$ cat src/rtl/uart_pkg.sv
// Shared UART definitions for the receive path and the future uart_tx.
package uart_pkg;
    localparam int UART_DATA_BITS    = 8;
    localparam int UART_CLKS_PER_BIT = 104;

    typedef enum logic [2:0] {
        IDLE,
        START,
        DATA,
        STOP,
        WAIT_HIGH
    } uart_rx_state_t;
endpackage

$ cat src/rtl/rx_fifo.sv
// First-word-fall-through receive buffer with extra-MSB pointers.
module rx_fifo #(
    parameter int DEPTH = 4,
    parameter int WIDTH = 8
) (
    input  logic             clk,
    input  logic             reset,
    input  logic             push,
    input  logic [WIDTH-1:0] din,
    output logic             full,
    input  logic             pop,
    output logic [WIDTH-1:0] dout,
    output logic             empty
);
    localparam int AW = $clog2(DEPTH);

    logic [AW:0]      wptr;
    logic [AW:0]      rptr;
    logic [WIDTH-1:0] mem [DEPTH];
    logic             do_pop;
    logic             do_push;

    assign empty   = (wptr == rptr);
    assign full    = (wptr[AW] != rptr[AW]) && (wptr[AW-1:0] == rptr[AW-1:0]);
    assign do_pop  = pop && !empty;
    // A same-cycle pop frees the slot the push lands in.
    assign do_push = push && (!full || do_pop);
    assign dout    = mem[rptr[AW-1:0]];

    always_ff @(posedge clk or posedge reset) begin
        if (reset) begin
            wptr <= '0;
            rptr <= '0;
            for (int i = 0; i < DEPTH; i++) mem[i] <= '0;
        end else begin
            if (do_push) begin
                mem[wptr[AW-1:0]] <= din;
                wptr              <= wptr + 1'b1;
            end
            if (do_pop) rptr <= rptr + 1'b1;
        end
    end
endmodule

$ cat src/rtl/uart_rx.sv
// 8N1 UART receiver: synchroniser, frame FSM, FIFO and sticky error flags.
module uart_rx
    import uart_pkg::*;
#(
    parameter int CLKS_PER_BIT = UART_CLKS_PER_BIT,
    parameter int FIFO_DEPTH   = 4
) (
    input  logic       clk,
    input  logic       reset,
    input  logic       rxd,
    input  logic       rd_en,
    output logic [7:0] rd_data,
    output logic       rx_valid,
    output logic       frame_err,
    output logic       overrun,
    input  logic       err_clr
);
    localparam int CW = $clog2(CLKS_PER_BIT);
    localparam int IW = $clog2(UART_DATA_BITS);
    localparam logic [CW-1:0] CNT_HALF = CW'(CLKS_PER_BIT / 2 - 1);
    localparam logic [CW-1:0] CNT_FULL = CW'(CLKS_PER_BIT - 1);
    localparam logic [IW-1:0] IDX_LAST = IW'(UART_DATA_BITS - 1);

    uart_rx_state_t            state, state_n;
    logic [CW-1:0]             cnt, cnt_n;
    logic [IW-1:0]             idx, idx_n;
    logic [UART_DATA_BITS-1:0] data, data_n;
    logic                      sync1, rxd_s;
    logic                      push, frame_set, full, empty;

    always_ff @(posedge clk or posedge reset) begin
        if (reset) begin
            sync1 <= 1'b1;
            rxd_s <= 1'b1;
        end else begin
            sync1 <= rxd;
            rxd_s <= sync1;
        end
    end

    always_ff @(posedge clk or posedge reset) begin
        if (reset) begin
            state <= IDLE;
            cnt   <= '0;
            idx   <= '0;
            data  <= '0;
        end else begin
            state <= state_n;
            cnt   <= cnt_n;
            idx   <= idx_n;
            data  <= data_n;
        end
    end

    always_comb begin
        state_n   = state;
        cnt_n     = cnt + 1'b1;
        idx_n     = idx;
        data_n    = data;
        push      = 1'b0;
        frame_set = 1'b0;
        unique case (state)
            IDLE: begin
                cnt_n = '0;
                if (!rxd_s) state_n = START;
            end
            START: begin
                if (cnt == CNT_HALF) begin
                    cnt_n   = '0;
                    idx_n   = '0;
                    state_n = rxd_s ? IDLE : DATA;
                end
            end
            DATA: begin
                if (cnt == CNT_FULL) begin
                    cnt_n       = '0;
                    data_n[idx] = rxd_s;
                    idx_n       = idx + 1'b1;
                    if (idx == IDX_LAST) state_n = STOP;
                end
            end
            STOP: begin
                if (cnt == CNT_FULL) begin
                    cnt_n     = '0;
                    push      = rxd_s;
                    frame_set = !rxd_s;
                    state_n   = rxd_s ? IDLE : WAIT_HIGH;
                end
            end
            WAIT_HIGH: begin
                cnt_n = '0;
                if (rxd_s) state_n = IDLE;
            end
            default: state_n = IDLE;
        endcase
    end

    rx_fifo #(
        .DEPTH(FIFO_DEPTH),
        .WIDTH(UART_DATA_BITS)
    ) u_fifo (
        .clk  (clk),
        .reset(reset),
        .push (push),
        .din  (data),
        .full (full),
        .pop  (rd_en),
        .dout (rd_data),
        .empty(empty)
    );

    assign rx_valid = !empty;

    // A new error event outranks a simultaneous clear.
    always_ff @(posedge clk or posedge reset) begin
        if (reset) begin
            frame_err <= 1'b0;
            overrun   <= 1'b0;
        end else begin
            if (frame_set)    frame_err <= 1'b1;
            else if (err_clr) frame_err <= 1'b0;
            if (push && full && !(rd_en && rx_valid)) overrun <= 1'b1;
            else if (err_clr)                         overrun <= 1'b0;
        end
    end
endmodule

$ cat config.mk
export PLATFORM = sky130hd
export DESIGN_NAME = uart_rx
export DESIGN_NICKNAME = d
export VERILOG_FILES = /design/src/rtl/uart_pkg.sv /design/src/rtl/rx_fifo.sv /design/src/rtl/uart_rx.sv
export SDC_FILE = /design/constraint.sdc
export NUM_CORES = 1
export LEC_CHECK = 0
export ABC_AREA = 1
export BUFFER_PORTS_ARGS = -buffer_cell sky130_fd_sc_hd__buf_4
export CAP_MARGIN = 20
export CORE_MARGIN = 4
export CORE_UTILIZATION = 25
export DETAILED_ROUTE_END_ITERATION = 12
export RECOVER_POWER = 25
export SYNTH_ARGS = -nofsm -noshare
export SYNTH_HDL_FRONTEND = slang
export SYNTH_HIERARCHICAL = 1
export SYNTH_SLANG_ARGS = --single-unit
$ cat constraint.sdc
create_clock -name clk -period 2.27 [get_ports clk]
set_input_delay 0.227 -clock clk [delete_from_list [all_inputs] [get_ports clk]]
set_output_delay 0.227 -clock clk [all_outputs]
set_load 0.05 [all_outputs]
==> impl_results.html <==
<table>
<tr><th>Metric</th><th>Value</th></tr>
<tr><th colspan="2">Clocking</th></tr>
<tr><td>Buffer cell driving the clock tree root</td><td>sky130_fd_sc_hd__clkbuf_16</td></tr>
<tr><td>Clk slew on worst S/H paths</td><td>0.05 ns</td></tr>
<tr><td>Clock H-tree levels</td><td>3</td></tr>
<tr><td>Clock net sink count</td><td>63</td></tr>
<tr><td>Maximum buffer depth of the clock tree</td><td>2</td></tr>
<tr><td>Count of cells resized by post-cts repair</td><td>0</td></tr>
<tr><td>Post-CTS Repair Setup Buffers</td><td>0</td></tr>
<tr><td>CTS tree</td><td>yes</td></tr>
<tr><td>Clock Latency Late Sink</td><td>0.33 ns</td></tr>
<tr><td>Number of buffers created by CTS</td><td>9</td></tr>
<tr><th colspan="2">Drt</th></tr>
<tr><td>Routed Antenna Nets</td><td>0</td></tr>
<tr><td>Total via count in the routed design</td><td>2625</td></tr>
<tr><td>Drt first pass iters</td><td>4</td></tr>
<tr><td>Highest routed layer</td><td>met4</td></tr>
<tr><td>Starting DRC count in detailed routing</td><td>190</td></tr>
<tr><td>Total wire length</td><td>7190 µm</td></tr>
<tr><td>Detail Route met2 WL</td><td>3670 µm</td></tr>
<tr><td>DRC violation count after routing</td><td>0</td></tr>
<tr><td>Via density</td><td>4.47</td></tr>
<tr><td>M1 wire length</td><td>3220 µm</td></tr>
<tr><td>Drt wl/cell</td><td>12.2 µm</td></tr>
<tr><td>Length of routed met3 wiring</td><td>258 µm</td></tr>
<tr><th colspan="2">Synth</th></tr>
<tr><td>Net count of the mapped netlist</td><td>408</td></tr>
<tr><td>Post-synthesis sequential area ratio</td><td>47.3%</td></tr>
<tr><td>Number of standard cells after synthesis</td><td>394</td></tr>
<tr><td>Syn_area_per_cell</td><td>8.48 µm²</td></tr>
<tr><td>Yosys reg bits</td><td>63</td></tr>
<tr><td>Fraction of registers with async set or reset after synthesis</td><td>100%</td></tr>
<tr><td>Largest cells by area after synthesis</td><td>sky130_fd_sc_hd__dfrtp_1, sky130_fd_sc_hd__nand2_1, sky130_fd_sc_hd__nand4_1</td></tr>
<tr><td>Main flop type after synthesis</td><td>sky130_fd_sc_hd__dfrtp_1</td></tr>
<tr><td>Number of warnings printed during yosys synthesis</td><td>6</td></tr>
<tr><td>Total standard cell area after synthesis</td><td>3340 µm²</td></tr>
<tr><td>Number of distinct library cells after synthesis</td><td>37</td></tr>
<tr><td>Synth area leader</td><td>sky130_fd_sc_hd__dfrtp_1</td></tr>
<tr><td>Number of enable-type register cells in the synthesized netlist</td><td>0</td></tr>
<tr><td>Top cell type's share of synthesized area</td><td>45.7%</td></tr>
<tr><th colspan="2">STA</th></tr>
<tr><td>Final setup violation count</td><td>0</td></tr>
<tr><td>Clk_skew</td><td>0.00997 ns</td></tr>
<tr><td>Normalized max-slew margin</td><td>10.4%</td></tr>
<tr><td>Slew at the pin with the worst max-slew slack</td><td>1.34 ns</td></tr>
<tr><td>Max Slew Vio Count</td><td>0</td></tr>
<tr><td>Setup repair after global routing missed its margin</td><td>false</td></tr>
<tr><td>Final number of hold-violating endpoints</td><td>0</td></tr>
<tr><td>Top achievable clock speed</td><td>0.481 GHz</td></tr>
<tr><td>Fin crit share</td><td>91.7%</td></tr>
<tr><td>PnR worst setup slack</td><td>0.189 ns</td></tr>
<tr><td>Setup TNS</td><td>0 ns</td></tr>
<tr><td>Final critical-path required period</td><td>2.08 ns</td></tr>
<tr><th colspan="2">Worst setup path</th></tr>
<tr><td>Critical path, cell by cell</td><td>inv_1 &gt; o21ai_0 &gt; o22ai_1 &gt; buf_4</td></tr>
<tr><td>Kind of start point of the critical path</td><td>register</td></tr>
<tr><td>Data required time of the critical path</td><td>2.04 ns</td></tr>
<tr><td>Longest individual stage delay on the worst path</td><td>0.48 ns</td></tr>
<tr><td>Arrival time at the worst endpoint</td><td>1.85 ns</td></tr>
<tr><td>Type of destination of the critical path</td><td>output pin</td></tr>
<tr><td>Maximum fanout along the worst path</td><td>17</td></tr>
<tr><td>Slowest stage cell on the critical path</td><td>sky130_fd_sc_hd__dfrtp_1</td></tr>
<tr><td>Kind of critical path</td><td>reg2out</td></tr>
<tr><th colspan="2">Place</th></tr>
<tr><td>Cell area after placement</td><td>3580 µm²</td></tr>
<tr><td>Count of buffers inserted at the top-level ports</td><td>15</td></tr>
<tr><td>Dpl ws</td><td>0.345 ns</td></tr>
<tr><td>Final Wtd Congestion</td><td>0.839</td></tr>
<tr><td>DP HPWL</td><td>5130 µm</td></tr>
<tr><th colspan="2">Pwr</th></tr>
<tr><td>Post-layout power</td><td>0.00278 W</td></tr>
<tr><td>Internal Power</td><td>0.00222 W</td></tr>
<tr><td>Clk network pwr share</td><td>58.0%</td></tr>
<tr><td>Sequential cell fraction of total power</td><td>40.6%</td></tr>
<tr><td>Maximum resistive drop on vdd</td><td>0.301 mV</td></tr>
<tr><td>Part of the total power dissipated in combinational logic</td><td>1.4%</td></tr>
<tr><td>Switch Pwr</td><td>0.000556 W</td></tr>
<tr><td>Switching power as a share of total power</td><td>20.0%</td></tr>
<tr><td>Static Leak</td><td>1.96 nW</td></tr>
<tr><td>Power Dens Cells</td><td>704 nW/µm²</td></tr>
<tr><th colspan="2">Finish</th></tr>
<tr><td>End-of-flow core utilization</td><td>30.8%</td></tr>
<tr><td>Number of filler cells placed in the layout</td><td>1353</td></tr>
<tr><td>Area added between synthesis and finish</td><td>18.1%</td></tr>
<tr><td>Total number of nets in the final design</td><td>424</td></tr>
<tr><td>Summed area of non-filler cells in the final layout</td><td>3940 µm²</td></tr>
<tr><td>N_diodes</td><td>0</td></tr>
<tr><td>Ratio of cells with drive above 1 in the final layout</td><td>13.7%</td></tr>
<tr><th colspan="2">Floorplanning</th></tr>
<tr><td>Full die area</td><td>15300 µm²</td></tr>
<tr><td>Core area</td><td>12800 µm²</td></tr>
<tr><td>Die X</td><td>124 µm</td></tr>
<tr><td>Die Y</td><td>124 µm</td></tr>
<tr><td>Effective utilization at floorplan</td><td>26.0%</td></tr>
<tr><td>Row Count</td><td>41</td></tr>
<tr><td>Top-level I/O count</td><td>16</td></tr>
<tr><th colspan="2">Global routing</th></tr>
<tr><td>GRT Residual Overflow</td><td>0</td></tr>
<tr><td>Number of antenna violations at the first check in global routing</td><td>0</td></tr>
<tr><td>Vias in the first global route</td><td>2617</td></tr>
<tr><td>Pin count of the biggest net entering global routing</td><td>42</td></tr>
<tr><td>Total global routing track utilization</td><td>10.5%</td></tr>
<tr><td>First-pass GRT wire length</td><td>12600 µm</td></tr>
<tr><th colspan="2">Job</th></tr>
<tr><td>Max-Cap Viols</td><td>0</td></tr>
<tr><th colspan="2">Outcome</th></tr>
<tr><td>Outcome</td><td>finished clean</td></tr>
<tr><th colspan="2">Min path</th></tr>
<tr><td>Worst min-delay path category</td><td>in2reg</td></tr>
</table>
==> Yosys cell counts (2+ instances only) <==
library cell	number
sky130_fd_sc_hd__nand2_1	124
sky130_fd_sc_hd__dfrtp_1	61
sky130_fd_sc_hd__nand4_1	39
sky130_fd_sc_hd__inv_1	28
sky130_fd_sc_hd__nor2_1	28
sky130_fd_sc_hd__nand3_1	20
sky130_fd_sc_hd__o21ai_0	20
sky130_fd_sc_hd__ha_1	9
sky130_fd_sc_hd__buf_2	8
sky130_fd_sc_hd__o21ai_1	8
sky130_fd_sc_hd__o22ai_1	8
sky130_fd_sc_hd__nand3_2	4
sky130_fd_sc_hd__a31oi_1	3
sky130_fd_sc_hd__buf_6	3
sky130_fd_sc_hd__buf_8	3
sky130_fd_sc_hd__clkbuf_1	2
sky130_fd_sc_hd__dfstp_2	2
sky130_fd_sc_hd__inv_2	2
sky130_fd_sc_hd__nand3_4	2
sky130_fd_sc_hd__nor2_4	2
sky130_fd_sc_hd__xor2_1	2
==> layout by cell type, fill, tap and decap left out, types with 2 or more instances in the layout <==
cell type and count:
sky130_fd_sc_hd__o21ai_1 8, sky130_fd_sc_hd__dfstp_2 2, sky130_fd_sc_hd__nand3_4 2, sky130_fd_sc_hd__o21ai_0 20, sky130_fd_sc_hd__ha_1 9, sky130_fd_sc_hd__inv_6 4
sky130_fd_sc_hd__inv_2 2, sky130_fd_sc_hd__buf_4 16, sky130_fd_sc_hd__nor2_4 2, sky130_fd_sc_hd__dfrtp_1 61, sky130_fd_sc_hd__clkbuf_4 2, sky130_fd_sc_hd__nand2_1 124
sky130_fd_sc_hd__a31oi_1 3, sky130_fd_sc_hd__nand3_1 20, sky130_fd_sc_hd__nor3_2 2, sky130_fd_sc_hd__inv_1 28, sky130_fd_sc_hd__nor2_1 28, sky130_fd_sc_hd__dlygate4sd3_1 2
sky130_fd_sc_hd__nand4_1 39, sky130_fd_sc_hd__clkbuf_16 9, sky130_fd_sc_hd__xor2_1 2, sky130_fd_sc_hd__nand3_2 4, sky130_fd_sc_hd__o22ai_1 8, sky130_fd_sc_hd__bufinv_16 3
==> cell type report <==
type	count	area [µm²]	share of cell area, %
sequential	63	1580	40.0
multi-input combinational	282	1500	38.0
clock buffer	9	225	5.71
tap	172	215	5.46
timing repair buffer	23	184	4.66
clock inverter	7	125	3.17
inverter	31	116	2.95
==> registers in the layout, summed over array words and instances, names as in the netlist <==
| name | cells |
|---|---|
| u_fifo/mem | 32 |
| data | 8 |
| cnt | 7 |
| idx | 3 |
| state | 3 |
| u_fifo/rptr | 3 |
| u_fifo/wptr | 3 |
| frame_err | 1 |
| overrun | 1 |
| rxd_s | 1 |
| sync1 | 1 |
==> kinds of logic (layout without fill, tap and decap cells) <==
kind of cell,after synthesis,in the layout,share of synthesized area [%]
and+or+nand+nor,227,227,32.5
DFF,63,63,47.3
xor gates and xnor gates,4,4,1.61
AOI/OAI and AO/OA,42,42,7.27
adders and majority gates,9,9,3.37
buffers and inverters,49,70,7.98
==> what timing repair did <==
item                                   CTS  global route
hold buffers                             2             0
setup endpoints to repair                0             0
endpoints found under the hold margin   24             0
==> worst max-delay path, delay by kind of cell (launching register included) <==
kind | cells | cell delay [ns]
buffers and inverters | 2 | 0.65
AOI/OAI and AO/OA | 2 | 0.39
DFF | 1 | 0.48
==> metrics by stage <==
stage	instances	hold WS, ns
finish	587	0.102
global route	587	0.117
floorplan	394	0.231
global placement	569	0.316
CTS	587	0.0930
detailed placement	569	0.321
==> worst paths after layout <==
check / startpoint / to / slack (ns) / cells after the start
min in group asynchronous: reset / u_fifo/rptr[0] / 0.76 / 4
max in group asynchronous: reset / data[4] / 0.57 / 4
setup reg to reg: cnt[0] / u_fifo/mem[27] / 0.36 / 9
hold reg to reg: sync1 / rxd_s / 0.36 / 0
setup / recovery: u_fifo/rptr[0] / rd_data[4] / 0.19 / 4
hold / removal: err_clr / frame_err / 0.10 / 2
==> power by group through the flow <==
stage               Clock, W  Sequential (W)  Combinational [W]
global placement           0         0.00115          0.0000384
floorplan                  0         0.00115          0.0000215
finish               0.00161         0.00113          0.0000375
detailed placement         0         0.00115          0.0000389
CTS                  0.00165         0.00113          0.0000416
global route         0.00169         0.00113          0.0000457
==> per-layer routing <==
metal	up-vias	GRT usage, %
met5	-	0
met4	0	3.11
met3	2	3.09
met2	37	18.0
met1	1239	12.7
li1	1347	-
(Power assumes the default switching activity.)
